$ cat src/rtl/spatial_sram_sequencer.sv
// Sequences the nine item/projection SRAM banks of the three-modality spatial
// encoder, one channel at a time, and strobes per-modality accumulation.
//
// state | meaning
// IDLE  | waiting for a start request, ReadyOut_SO high
// REQ   | requesting the current channel from every active bank not yet accepted
// DATA  | waiting for read-valid from every active bank
// STEP  | one-cycle accumulate strobe, then next channel or finish
// DONE  | all channels sequenced (or timed out), ValidOut_SO until ReadyIn_SI
module spatial_sram_sequencer #(
  parameter int ADDR_W  = 8,
  parameter int N_MOD1  = 32,
  parameter int N_MOD2  = 109,
  parameter int N_MOD3  = 214,
  parameter int TIMEOUT = 255
) (
  input  logic              Clk_CI,
  input  logic              Reset_RBI,
  input  logic              ValidIn_SI,
  output logic              ReadyOut_SO,
  output logic              ValidOut_SO,
  input  logic              ReadyIn_SI,
  output logic [8:0]        SramReq_SO,
  input  logic [8:0]        SramReady_SI,
  input  logic [8:0]        SramValid_SI,
  output logic [ADDR_W-1:0] SramAddr_DO,
  output logic [2:0]        AccumEn_SO,
  output logic              First_SO,
  output logic [2:0]        LastMod_SO,
  output logic              Error_SO
);

  localparam int N_MAX_12 = (N_MOD1 > N_MOD2) ? N_MOD1 : N_MOD2;
  localparam int N_MAX    = (N_MAX_12 > N_MOD3) ? N_MAX_12 : N_MOD3;
  localparam int AW1      = ADDR_W + 1;
  localparam int TW       = $clog2(TIMEOUT + 1);

  // Channel counts widened by one bit so a count of 2**ADDR_W still compares.
  localparam logic [AW1-1:0]    N1_W     = AW1'(N_MOD1);
  localparam logic [AW1-1:0]    N2_W     = AW1'(N_MOD2);
  localparam logic [AW1-1:0]    N3_W     = AW1'(N_MOD3);
  localparam logic [ADDR_W-1:0] LAST_CH  = ADDR_W'(N_MAX - 1);
  // Down-counter reaches zero on the TIMEOUT-th cycle spent in REQ+DATA.
  localparam logic [TW-1:0]     TMO_LOAD = TW'(TIMEOUT - 1);

  typedef enum logic [2:0] {
    IDLE = 3'd0,
    REQ  = 3'd1,
    DATA = 3'd2,
    STEP = 3'd3,
    DONE = 3'd4
  } state_e;

  state_e              state_q, state_d;
  logic [ADDR_W-1:0]   cntr_q, cntr_d;
  logic [8:0]          acc_q, acc_d;
  logic [8:0]          dat_q, dat_d;
  logic [TW-1:0]       timer_q, timer_d;
  logic                err_q, err_d;

  logic [AW1-1:0]      cntr_ext;
  logic [2:0]          act;
  logic [2:0]          last_ch;
  logic [8:0]          bank_mask;
  logic [8:0]          acc_next;
  logic [8:0]          dat_next;
  logic                timer_tc;
  logic [TW-1:0]       timer_dec;

  // Channel masks, sticky accept/valid candidates and saturating timer step.
  always_comb begin
    cntr_ext   = {1'b0, cntr_q};
    act[0]     = cntr_ext < N1_W;
    act[1]     = cntr_ext < N2_W;
    act[2]     = cntr_ext < N3_W;
    last_ch[0] = cntr_ext == (N1_W - AW1'(1));
    last_ch[1] = cntr_ext == (N2_W - AW1'(1));
    last_ch[2] = cntr_ext == (N3_W - AW1'(1));
    bank_mask  = {{3{act[2]}}, {3{act[1]}}, {3{act[0]}}};
    acc_next   = acc_q | (SramReady_SI & bank_mask & ~acc_q);
    dat_next   = dat_q | (SramValid_SI & bank_mask);
    timer_tc   = (timer_q == '0);
    timer_dec  = timer_tc ? timer_q : timer_q - TW'(1);
  end

  // Next-state and output decode.
  always_comb begin
    state_d     = state_q;
    cntr_d      = cntr_q;
    acc_d       = acc_q;
    dat_d       = dat_q;
    timer_d     = timer_q;
    err_d       = err_q;
    ReadyOut_SO = 1'b0;
    ValidOut_SO = 1'b0;
    SramReq_SO  = '0;
    AccumEn_SO  = '0;
    First_SO    = 1'b0;
    LastMod_SO  = '0;
    unique case (state_q)
      IDLE: begin
        ReadyOut_SO = 1'b1;
        if (ValidIn_SI) begin
          state_d = REQ;
          cntr_d  = '0;
          acc_d   = '0;
          dat_d   = '0;
          timer_d = TMO_LOAD;
        end
      end
      REQ: begin
        SramReq_SO = bank_mask & ~acc_q;
        acc_d      = acc_next;
        dat_d      = dat_next;
        timer_d    = timer_dec;
        // A channel still in REQ on its last allowed cycle cannot finish in time.
        if (timer_tc) begin
          state_d = DONE;
          err_d   = 1'b1;
          cntr_d  = '0;
        end else if (acc_next == bank_mask) begin
          state_d = DATA;
        end
      end
      DATA: begin
        dat_d   = dat_next;
        timer_d = timer_dec;
        if (dat_next == bank_mask) begin
          state_d = STEP;
        end else if (timer_tc) begin
          state_d = DONE;
          err_d   = 1'b1;
          cntr_d  = '0;
        end
      end
      STEP: begin
        AccumEn_SO = act;
        First_SO   = (cntr_q == '0);
        LastMod_SO = act & last_ch;
        if (cntr_q == LAST_CH) begin
          state_d = DONE;
          cntr_d  = '0;
        end else begin
          state_d = REQ;
          cntr_d  = cntr_q + ADDR_W'(1);
          acc_d   = '0;
          dat_d   = '0;
          timer_d = TMO_LOAD;
        end
      end
      DONE: begin
        ValidOut_SO = 1'b1;
        if (ReadyIn_SI) state_d = IDLE;
      end
      default: state_d = IDLE;
    endcase
  end

  // State registers with synchronous active-low reset.
  always_ff @(posedge Clk_CI) begin
    if (!Reset_RBI) begin
      state_q <= IDLE;
      cntr_q  <= '0;
      acc_q   <= '0;
      dat_q   <= '0;
      timer_q <= '0;
      err_q   <= 1'b0;
    end else begin
      state_q <= state_d;
      cntr_q  <= cntr_d;
      acc_q   <= acc_d;
      dat_q   <= dat_d;
      timer_q <= timer_d;
      err_q   <= err_d;
    end
  end

  assign SramAddr_DO = cntr_q;
  assign Error_SO    = err_q;

endmodule
$ cat config.mk
export PLATFORM = sky130hd
export DESIGN_NAME = spatial_sram_sequencer
export DESIGN_NICKNAME = d
export VERILOG_FILES = /design/src/rtl/spatial_sram_sequencer.sv
export SDC_FILE = /design/constraint.sdc
export NUM_CORES = 1
export LEC_CHECK = 0
export ABC_AREA = 1
export BUFFER_PORTS_ARGS = -buffer_cell sky130_fd_sc_hd__clkbuf_2
export CORE_MARGIN = 2
export CORE_UTILIZATION = 59
export CTS_CLUSTER_SIZE = 28
export DETAILED_ROUTE_END_ITERATION = 12
export PLACE_DENSITY = 0.95
export SYNTH_ARGS = -nofsm -noshare
export SYNTH_HDL_FRONTEND = slang
export SYNTH_SLANG_ARGS = --single-unit
export TNS_END_PERCENT = 10
$ cat constraint.sdc
create_clock -name Clk_CI -period 2.7 [get_ports Clk_CI]
set_input_delay 0 -clock Clk_CI [delete_from_list [all_inputs] [get_ports Clk_CI]]
set_output_delay 0 -clock Clk_CI [all_outputs]
set_load 0.005 [all_outputs]
# After elaboration in Yosys (flattened, before gate mapping)
# Index checks and enable logic that the tools add are counted.
# op_classes
add_sub_neg,2
order_cmp,3
n_eq_ne,16
n_mux,30
bitwise_logic,8
n_reduce_logical,14
# op_table
op,n
8-bit 2-to-1 mux,7
9-bit one-hot mux with 3 select lines,2
9-bit AND,4
8-bit one-hot mux with 4 select lines,1
3-bit 2-to-1 mux,9
9-bit 2-to-1 mux,3
8-bit one-hot mux with 3 select lines,1
9-bit == test,2
9-bit bitwise OR,2
8-bit zero test,2
3-bit one-hot mux with 5 select lines,1
"2-bit != test, second input constant",5
9-bit NOT,1
3-bit AND reduction,3
"8-bit by 1-bit adder with 8-bit output, second input constant",1
"8-bit by 5-bit == test with 1-bit output, second input constant",1
"8-bit by 7-bit == test with 1-bit output, second input constant",1
"8-bit == test, second input constant",1
"8-bit by 6-bit < comparator with 1-bit output, second input constant",1
"8-bit by 7-bit < comparator with 1-bit output, second input constant",1
"8-bit < comparator, second input constant",1
4-bit AND reduction,2
"8-bit by 1-bit subtractor with 8-bit output, second input constant",1
"3-bit by 2-bit == test with 1-bit output, second input constant",2
12 further kinds,18
# totals
reg_bits,38
input_bits,22
out_inout_bits,27
wordCells,79

# Longest topological paths before layout
# depth
word_depth,8
depth_mapped,16

# Worst setup path after synthesis
# No wires, ideal clock.
# synth_path
kind,register -> register
from,"register cntr_q[0], in the netlist SramAddr_DO[0]"
to,register state_q[1]
setup_ns,0.070
arrival_time_ns,1.705
required_ns,2.630
path_slack_ns,0.925
stages_incl_launch_ff,16
n_path_buf,0
period_less_slack_ns,1.775
path_cell_list,dfxtp_1 > inv_1 > ha_1 > inv_1 > nand3_1 > nand2_1 > nand2_2 > a21oi_1 > inv_1 > nand2_1 > nand2_1 > nor2_1 > nor2_1 > nor2_1 > nand3_1 > a21oi_1
# synth_via
elab_chain_cells,7
elab_cells_between_ends,15
classes_between,order compare (3); eq/ne (4); mux (2); bitwise (5); reduce/logical (1)
# synth_lines
item,line_no,source
from (decl),55,"logic [ADDR_W-1:0] cntr_q, cntr_d;"
from (signal assigned),170,cntr_q <= cntr_d;
"8-bit by 6-bit < comparator with 1-bit output, or another cell as far along",73,act[0] = cntr_ext < N1_W;
9-bit AND (2 in series),80,acc_next = acc_q | (SramReady_SI & bank_mask & ~acc_q);
9-bit bitwise OR,80,
9-bit == test,121,end else if (acc_next == bank_mask) begin
3-bit != test (no line),n/a,
4-bit AND reduction (no line),n/a,
to (signal assigned),169,state_q <= state_d;
to (decl),54,"state_e state_q, state_d;"
# Parallel ways exist; a longest one is shown, timed or not.
# A chain may end at the register's enable or synchronous reset.

# Final worst setup path
# Same ends and word-level chain as after synthesis.

==> summary.md <==
| Metric | Value |
|---|---|
| LEAKAGE | `1.42 nW` |
| Fmax | `462 MHz` |
| Clock Latency Late Sink | `about 0.30 ns` |
| Worst R2R End | `state_q[1]` |
| Post-Syn Nets | `413` |
| Area Growth Syn to Fin | `18.7%` |
| Final cycle utilization of the critical path | `0.801` |
| Critical Path AT | `2.38 ns` |
| Crit-path leading delay family | `simple AND/OR/NAND/NOR gates` |
| Initial antenna violation count | `0` |
| CP Cell Sequence | `inv_1, ha_1, inv_1, nand3_1, nand2_1, nand2_2, a21oi_1, inv_1, nand2_1, nand2_1, nor2_1, nor2_1, nor2_1, nand3_1, a21oi_1` |
| Routed vias/inst | `approximately 5.5` |
| Final setup vio count | `0` |
| 1st-iter DRT viols | `between 200 and 250` |
| Ant diodes | `0` |
| Worst R2R Setup Slack | `between 0.5 and 0.6 ns` |
| Maximum vdd drop | `~0.55 mV` |
| HPWL Detailed | `4530 um` |
| Slew Limit Headroom | `0.336` |
| Clock sinks | `38` |
| Critical Path Sink Type | `flip-flop` |
| GRT Total Usage | `0.299` |
| Synthesis-stage register bit count | `38` |
| Finished Layout Cells | `around 500` |
| Clock root cell | `clkbuf_8` |
| Critical-path top delay cell | `dfxtp_1` |
| DR WL/cell | `roughly 13 um` |
| Synth cell types | `35` |
| Vias in the first global route | `2373` |
| Total power | `2.42 mW` |
| Post-CTS Setup Bufs | `0` |
| Clock buffer count from CTS | `5` |
| Min-Delay Path Depth | `5` |
| # port buffers | `48` |
| Wirelength, routed | `roughly 6400 um` |
| Routed Antenna Nets | `0` |
| Die Y | `67.7 um` |
| Final Hold Violating Endpoints | `0` |
| Max clock buf depth | `2` |
| Mapped cell area | `2400 um2` |
| CTS tree | `yes` |
| PD cells | `~850 nW/um2` |
| Synth top area cells | `dfxtp_1 (32%), nand2_1 (15%), inv_1 (10%)` |
| Setup CP Type | `reg2reg` |
| Worst min-delay path class | `in2reg` |
| 1st-pass router iterations | `5` |
| Max-cap violations | `0` |
| Cells after DPL | `between 400 and 500` |
| Layout Nets | `roughly 470` |
| GPL Wtd Cong | `between 0.9 and 1` |
| Layout cells sized above 1 | `0.183` |
| Unrepaired setup endpoints after global routing | `false` |
| I/O pin cnt | `49` |
| Worst Reg-to-Reg Cells | `15` |
| Critical Path RT | `approximately 2.9 ns` |
| Setup crit start kind | `flip-flop` |
| Mean Syn Cell Area | `just over 6 um2` |
| Min-delay src | `SramReady_SI[5]` |
| Crit path time final | `about 2.2 ns` |
| Register area share after synthesis | `0.317` |
| Post-route setup TNS | `0 ns` |
| Routed vias | `2724` |
| Run status | `finished, final reports clean` |
| Die area | `4590 um2` |
| First-pass GRT wire length | `between 10000 and 15000 um` |
| Least-Margin Pin Slew | `0.995 ns` |
| H-Tree Depth | `2` |
| Cell count after synthesis | `385` |
| Core area | `3940 um2` |
| Worst path buffer plus inverter count | `3` |
| Fin Clk Skew | `0.00752 ns` |
| Clock-pin slew on the worst setup and hold paths | `0.08 ns` |
| Slowest stage delay, CP | `0.42 ns` |
| DRC | `0` |
| Synth top area share | `0.317` |
| Synth Warn # | `0` |
| # rows | `23` |
| Largest net degree at the start of global routing | `31` |
| Grt ovf | `0` |
| Die Wd | `approximately 68 um` |
| R2R Path Start | `SramAddr_DO[0]` |
| Yosys top cell by area | `dfxtp_1` |
| Fin. max-slew vios | `0` |
| CP max FO | `9` |
| Worst Hold End | `acc_q[5]` |
| Initial Util | `0.608` |
## stage by stage
stage | hold WS (ns) | util | setup slack [ns] | area [um2]
finish | 0.0451 | 0.721 | 0.537 | 2840
global route | 0.0692 | 0.721 | 0.299 | 2840
global placement | 0.278 | 0.683 | 0.704 | 2690
detailed placement | 0.285 | 0.683 | 0.626 | 2690
CTS | 0.0512 | 0.721 | 0.572 | 2840
floorplan | 0.120 | - | 0.925 | 2400
## how the worst max path moves through the flow
stage	startpoint	to	slack [ns]	depth (start not counted)
final	SramAddr_DO[0]	state_q[1]	0.54	15
after global routing	SramAddr_DO[0]	state_q[1]	0.30	15
after CTS	SramAddr_DO[0]	SramAddr_DO[3]	0.57	14
after detailed placement	SramAddr_DO[0]	SramAddr_DO[4]	0.63	14
after global placement	SramAddr_DO[0]	SramAddr_DO[4]	0.70	14
after floorplan	SramAddr_DO[0]	state_q[1]	0.92	15
## cells in the mapped netlist (all sizes together)
cell type	n
a2bb2oi	1
xor2	2
clkbuf	4
nor4	1
nand2	97
or2	2
nand4	9
a21oi	33
buf	1
ha	6
inv	71
o21bai	1
o221ai	1
nand3	33
a221oi	1
dfxtp	38
o2111ai	1
a31oi	4
o21ai	13
nor3	9
nand3b	1
a22oi	1
nor2	54
a211oi	1
## state kept, by name, summed over array words and instances (netlist names)
signal / cells
acc_q: 9
Error_SO: 1
SramAddr_DO: 8
dat_q: 9
timer_q: 8
state_q: 3
## routing by layer
| layer | vias to the layer above | track usage | share of wire |
|---|---|---|---|
| met5 | - | 0 | 0 |
| met4 | 0 | 0.130 | 0.031 |
| met3 | 20 | 0.0617 | 0.080 |
| met2 | 149 | 0.510 | 0.49 |
| met1 | 1218 | 0.361 | 0.40 |
| li1 | 1337 | - | - |
## power by group
group	internal (mW)	switching [mW]	leakage, nW
Combinational	0.390	0.750	1.05
Clock	0.258	0.203	0.0575
Sequential	0.704	0.112	0.311
## area by class of cell
type                    count  area [um2]
well taps                  50        62.6
clock buffers               8         110
fillers                   322        1100
flip-flops and latches     38         761
inverters                  71         267
multi-input cells         271        1350
repair buffers             54         295
## tightest hold or removal path, delay by kind of cell
kind | cells | cell delay, ns
AND/OR/NAND/NOR | 3 | 0.15
buffers and inverters | 1 | 0.09
AO/OA/AOI/OAI | 1 | 0.05
## timing repair
item                                   4_1_cts  5_1_grt
hold buffers                                 4        0
resized for setup                            0        0
endpoints found under the hold margin        4        0
## cells by family after synthesis
logic type	Yosys count	synth area share
simple gates	206	0.391
buf+inv	76	0.120
compound gates	57	0.134
flops	38	0.317
fa+ha+maj	6	0.0313
xor+xnor	2	0.00731
## cell usage in the layout, fill, tap and decap left out, types with 3 or more instances in the layout
| cell type | n |
|---|---|
| clkbuf_8 | 8 |
| dlygate4sd3_1 | 4 |
| a31oi_1 | 4 |
| inv_1 | 65 |
| nor2_1 | 52 |
| o21ai_1 | 3 |
| nand2_1 | 94 |
| clkbuf_2 | 48 |
| dfxtp_1 | 38 |
| nor3_1 | 7 |
| a21oi_1 | 32 |
| ha_1 | 6 |
| nand3_1 | 29 |
| nand4_1 | 8 |
| inv_2 | 6 |
| o21ai_0 | 9 |
| nand3_2 | 3 |
(Power assumes the default switching activity.)
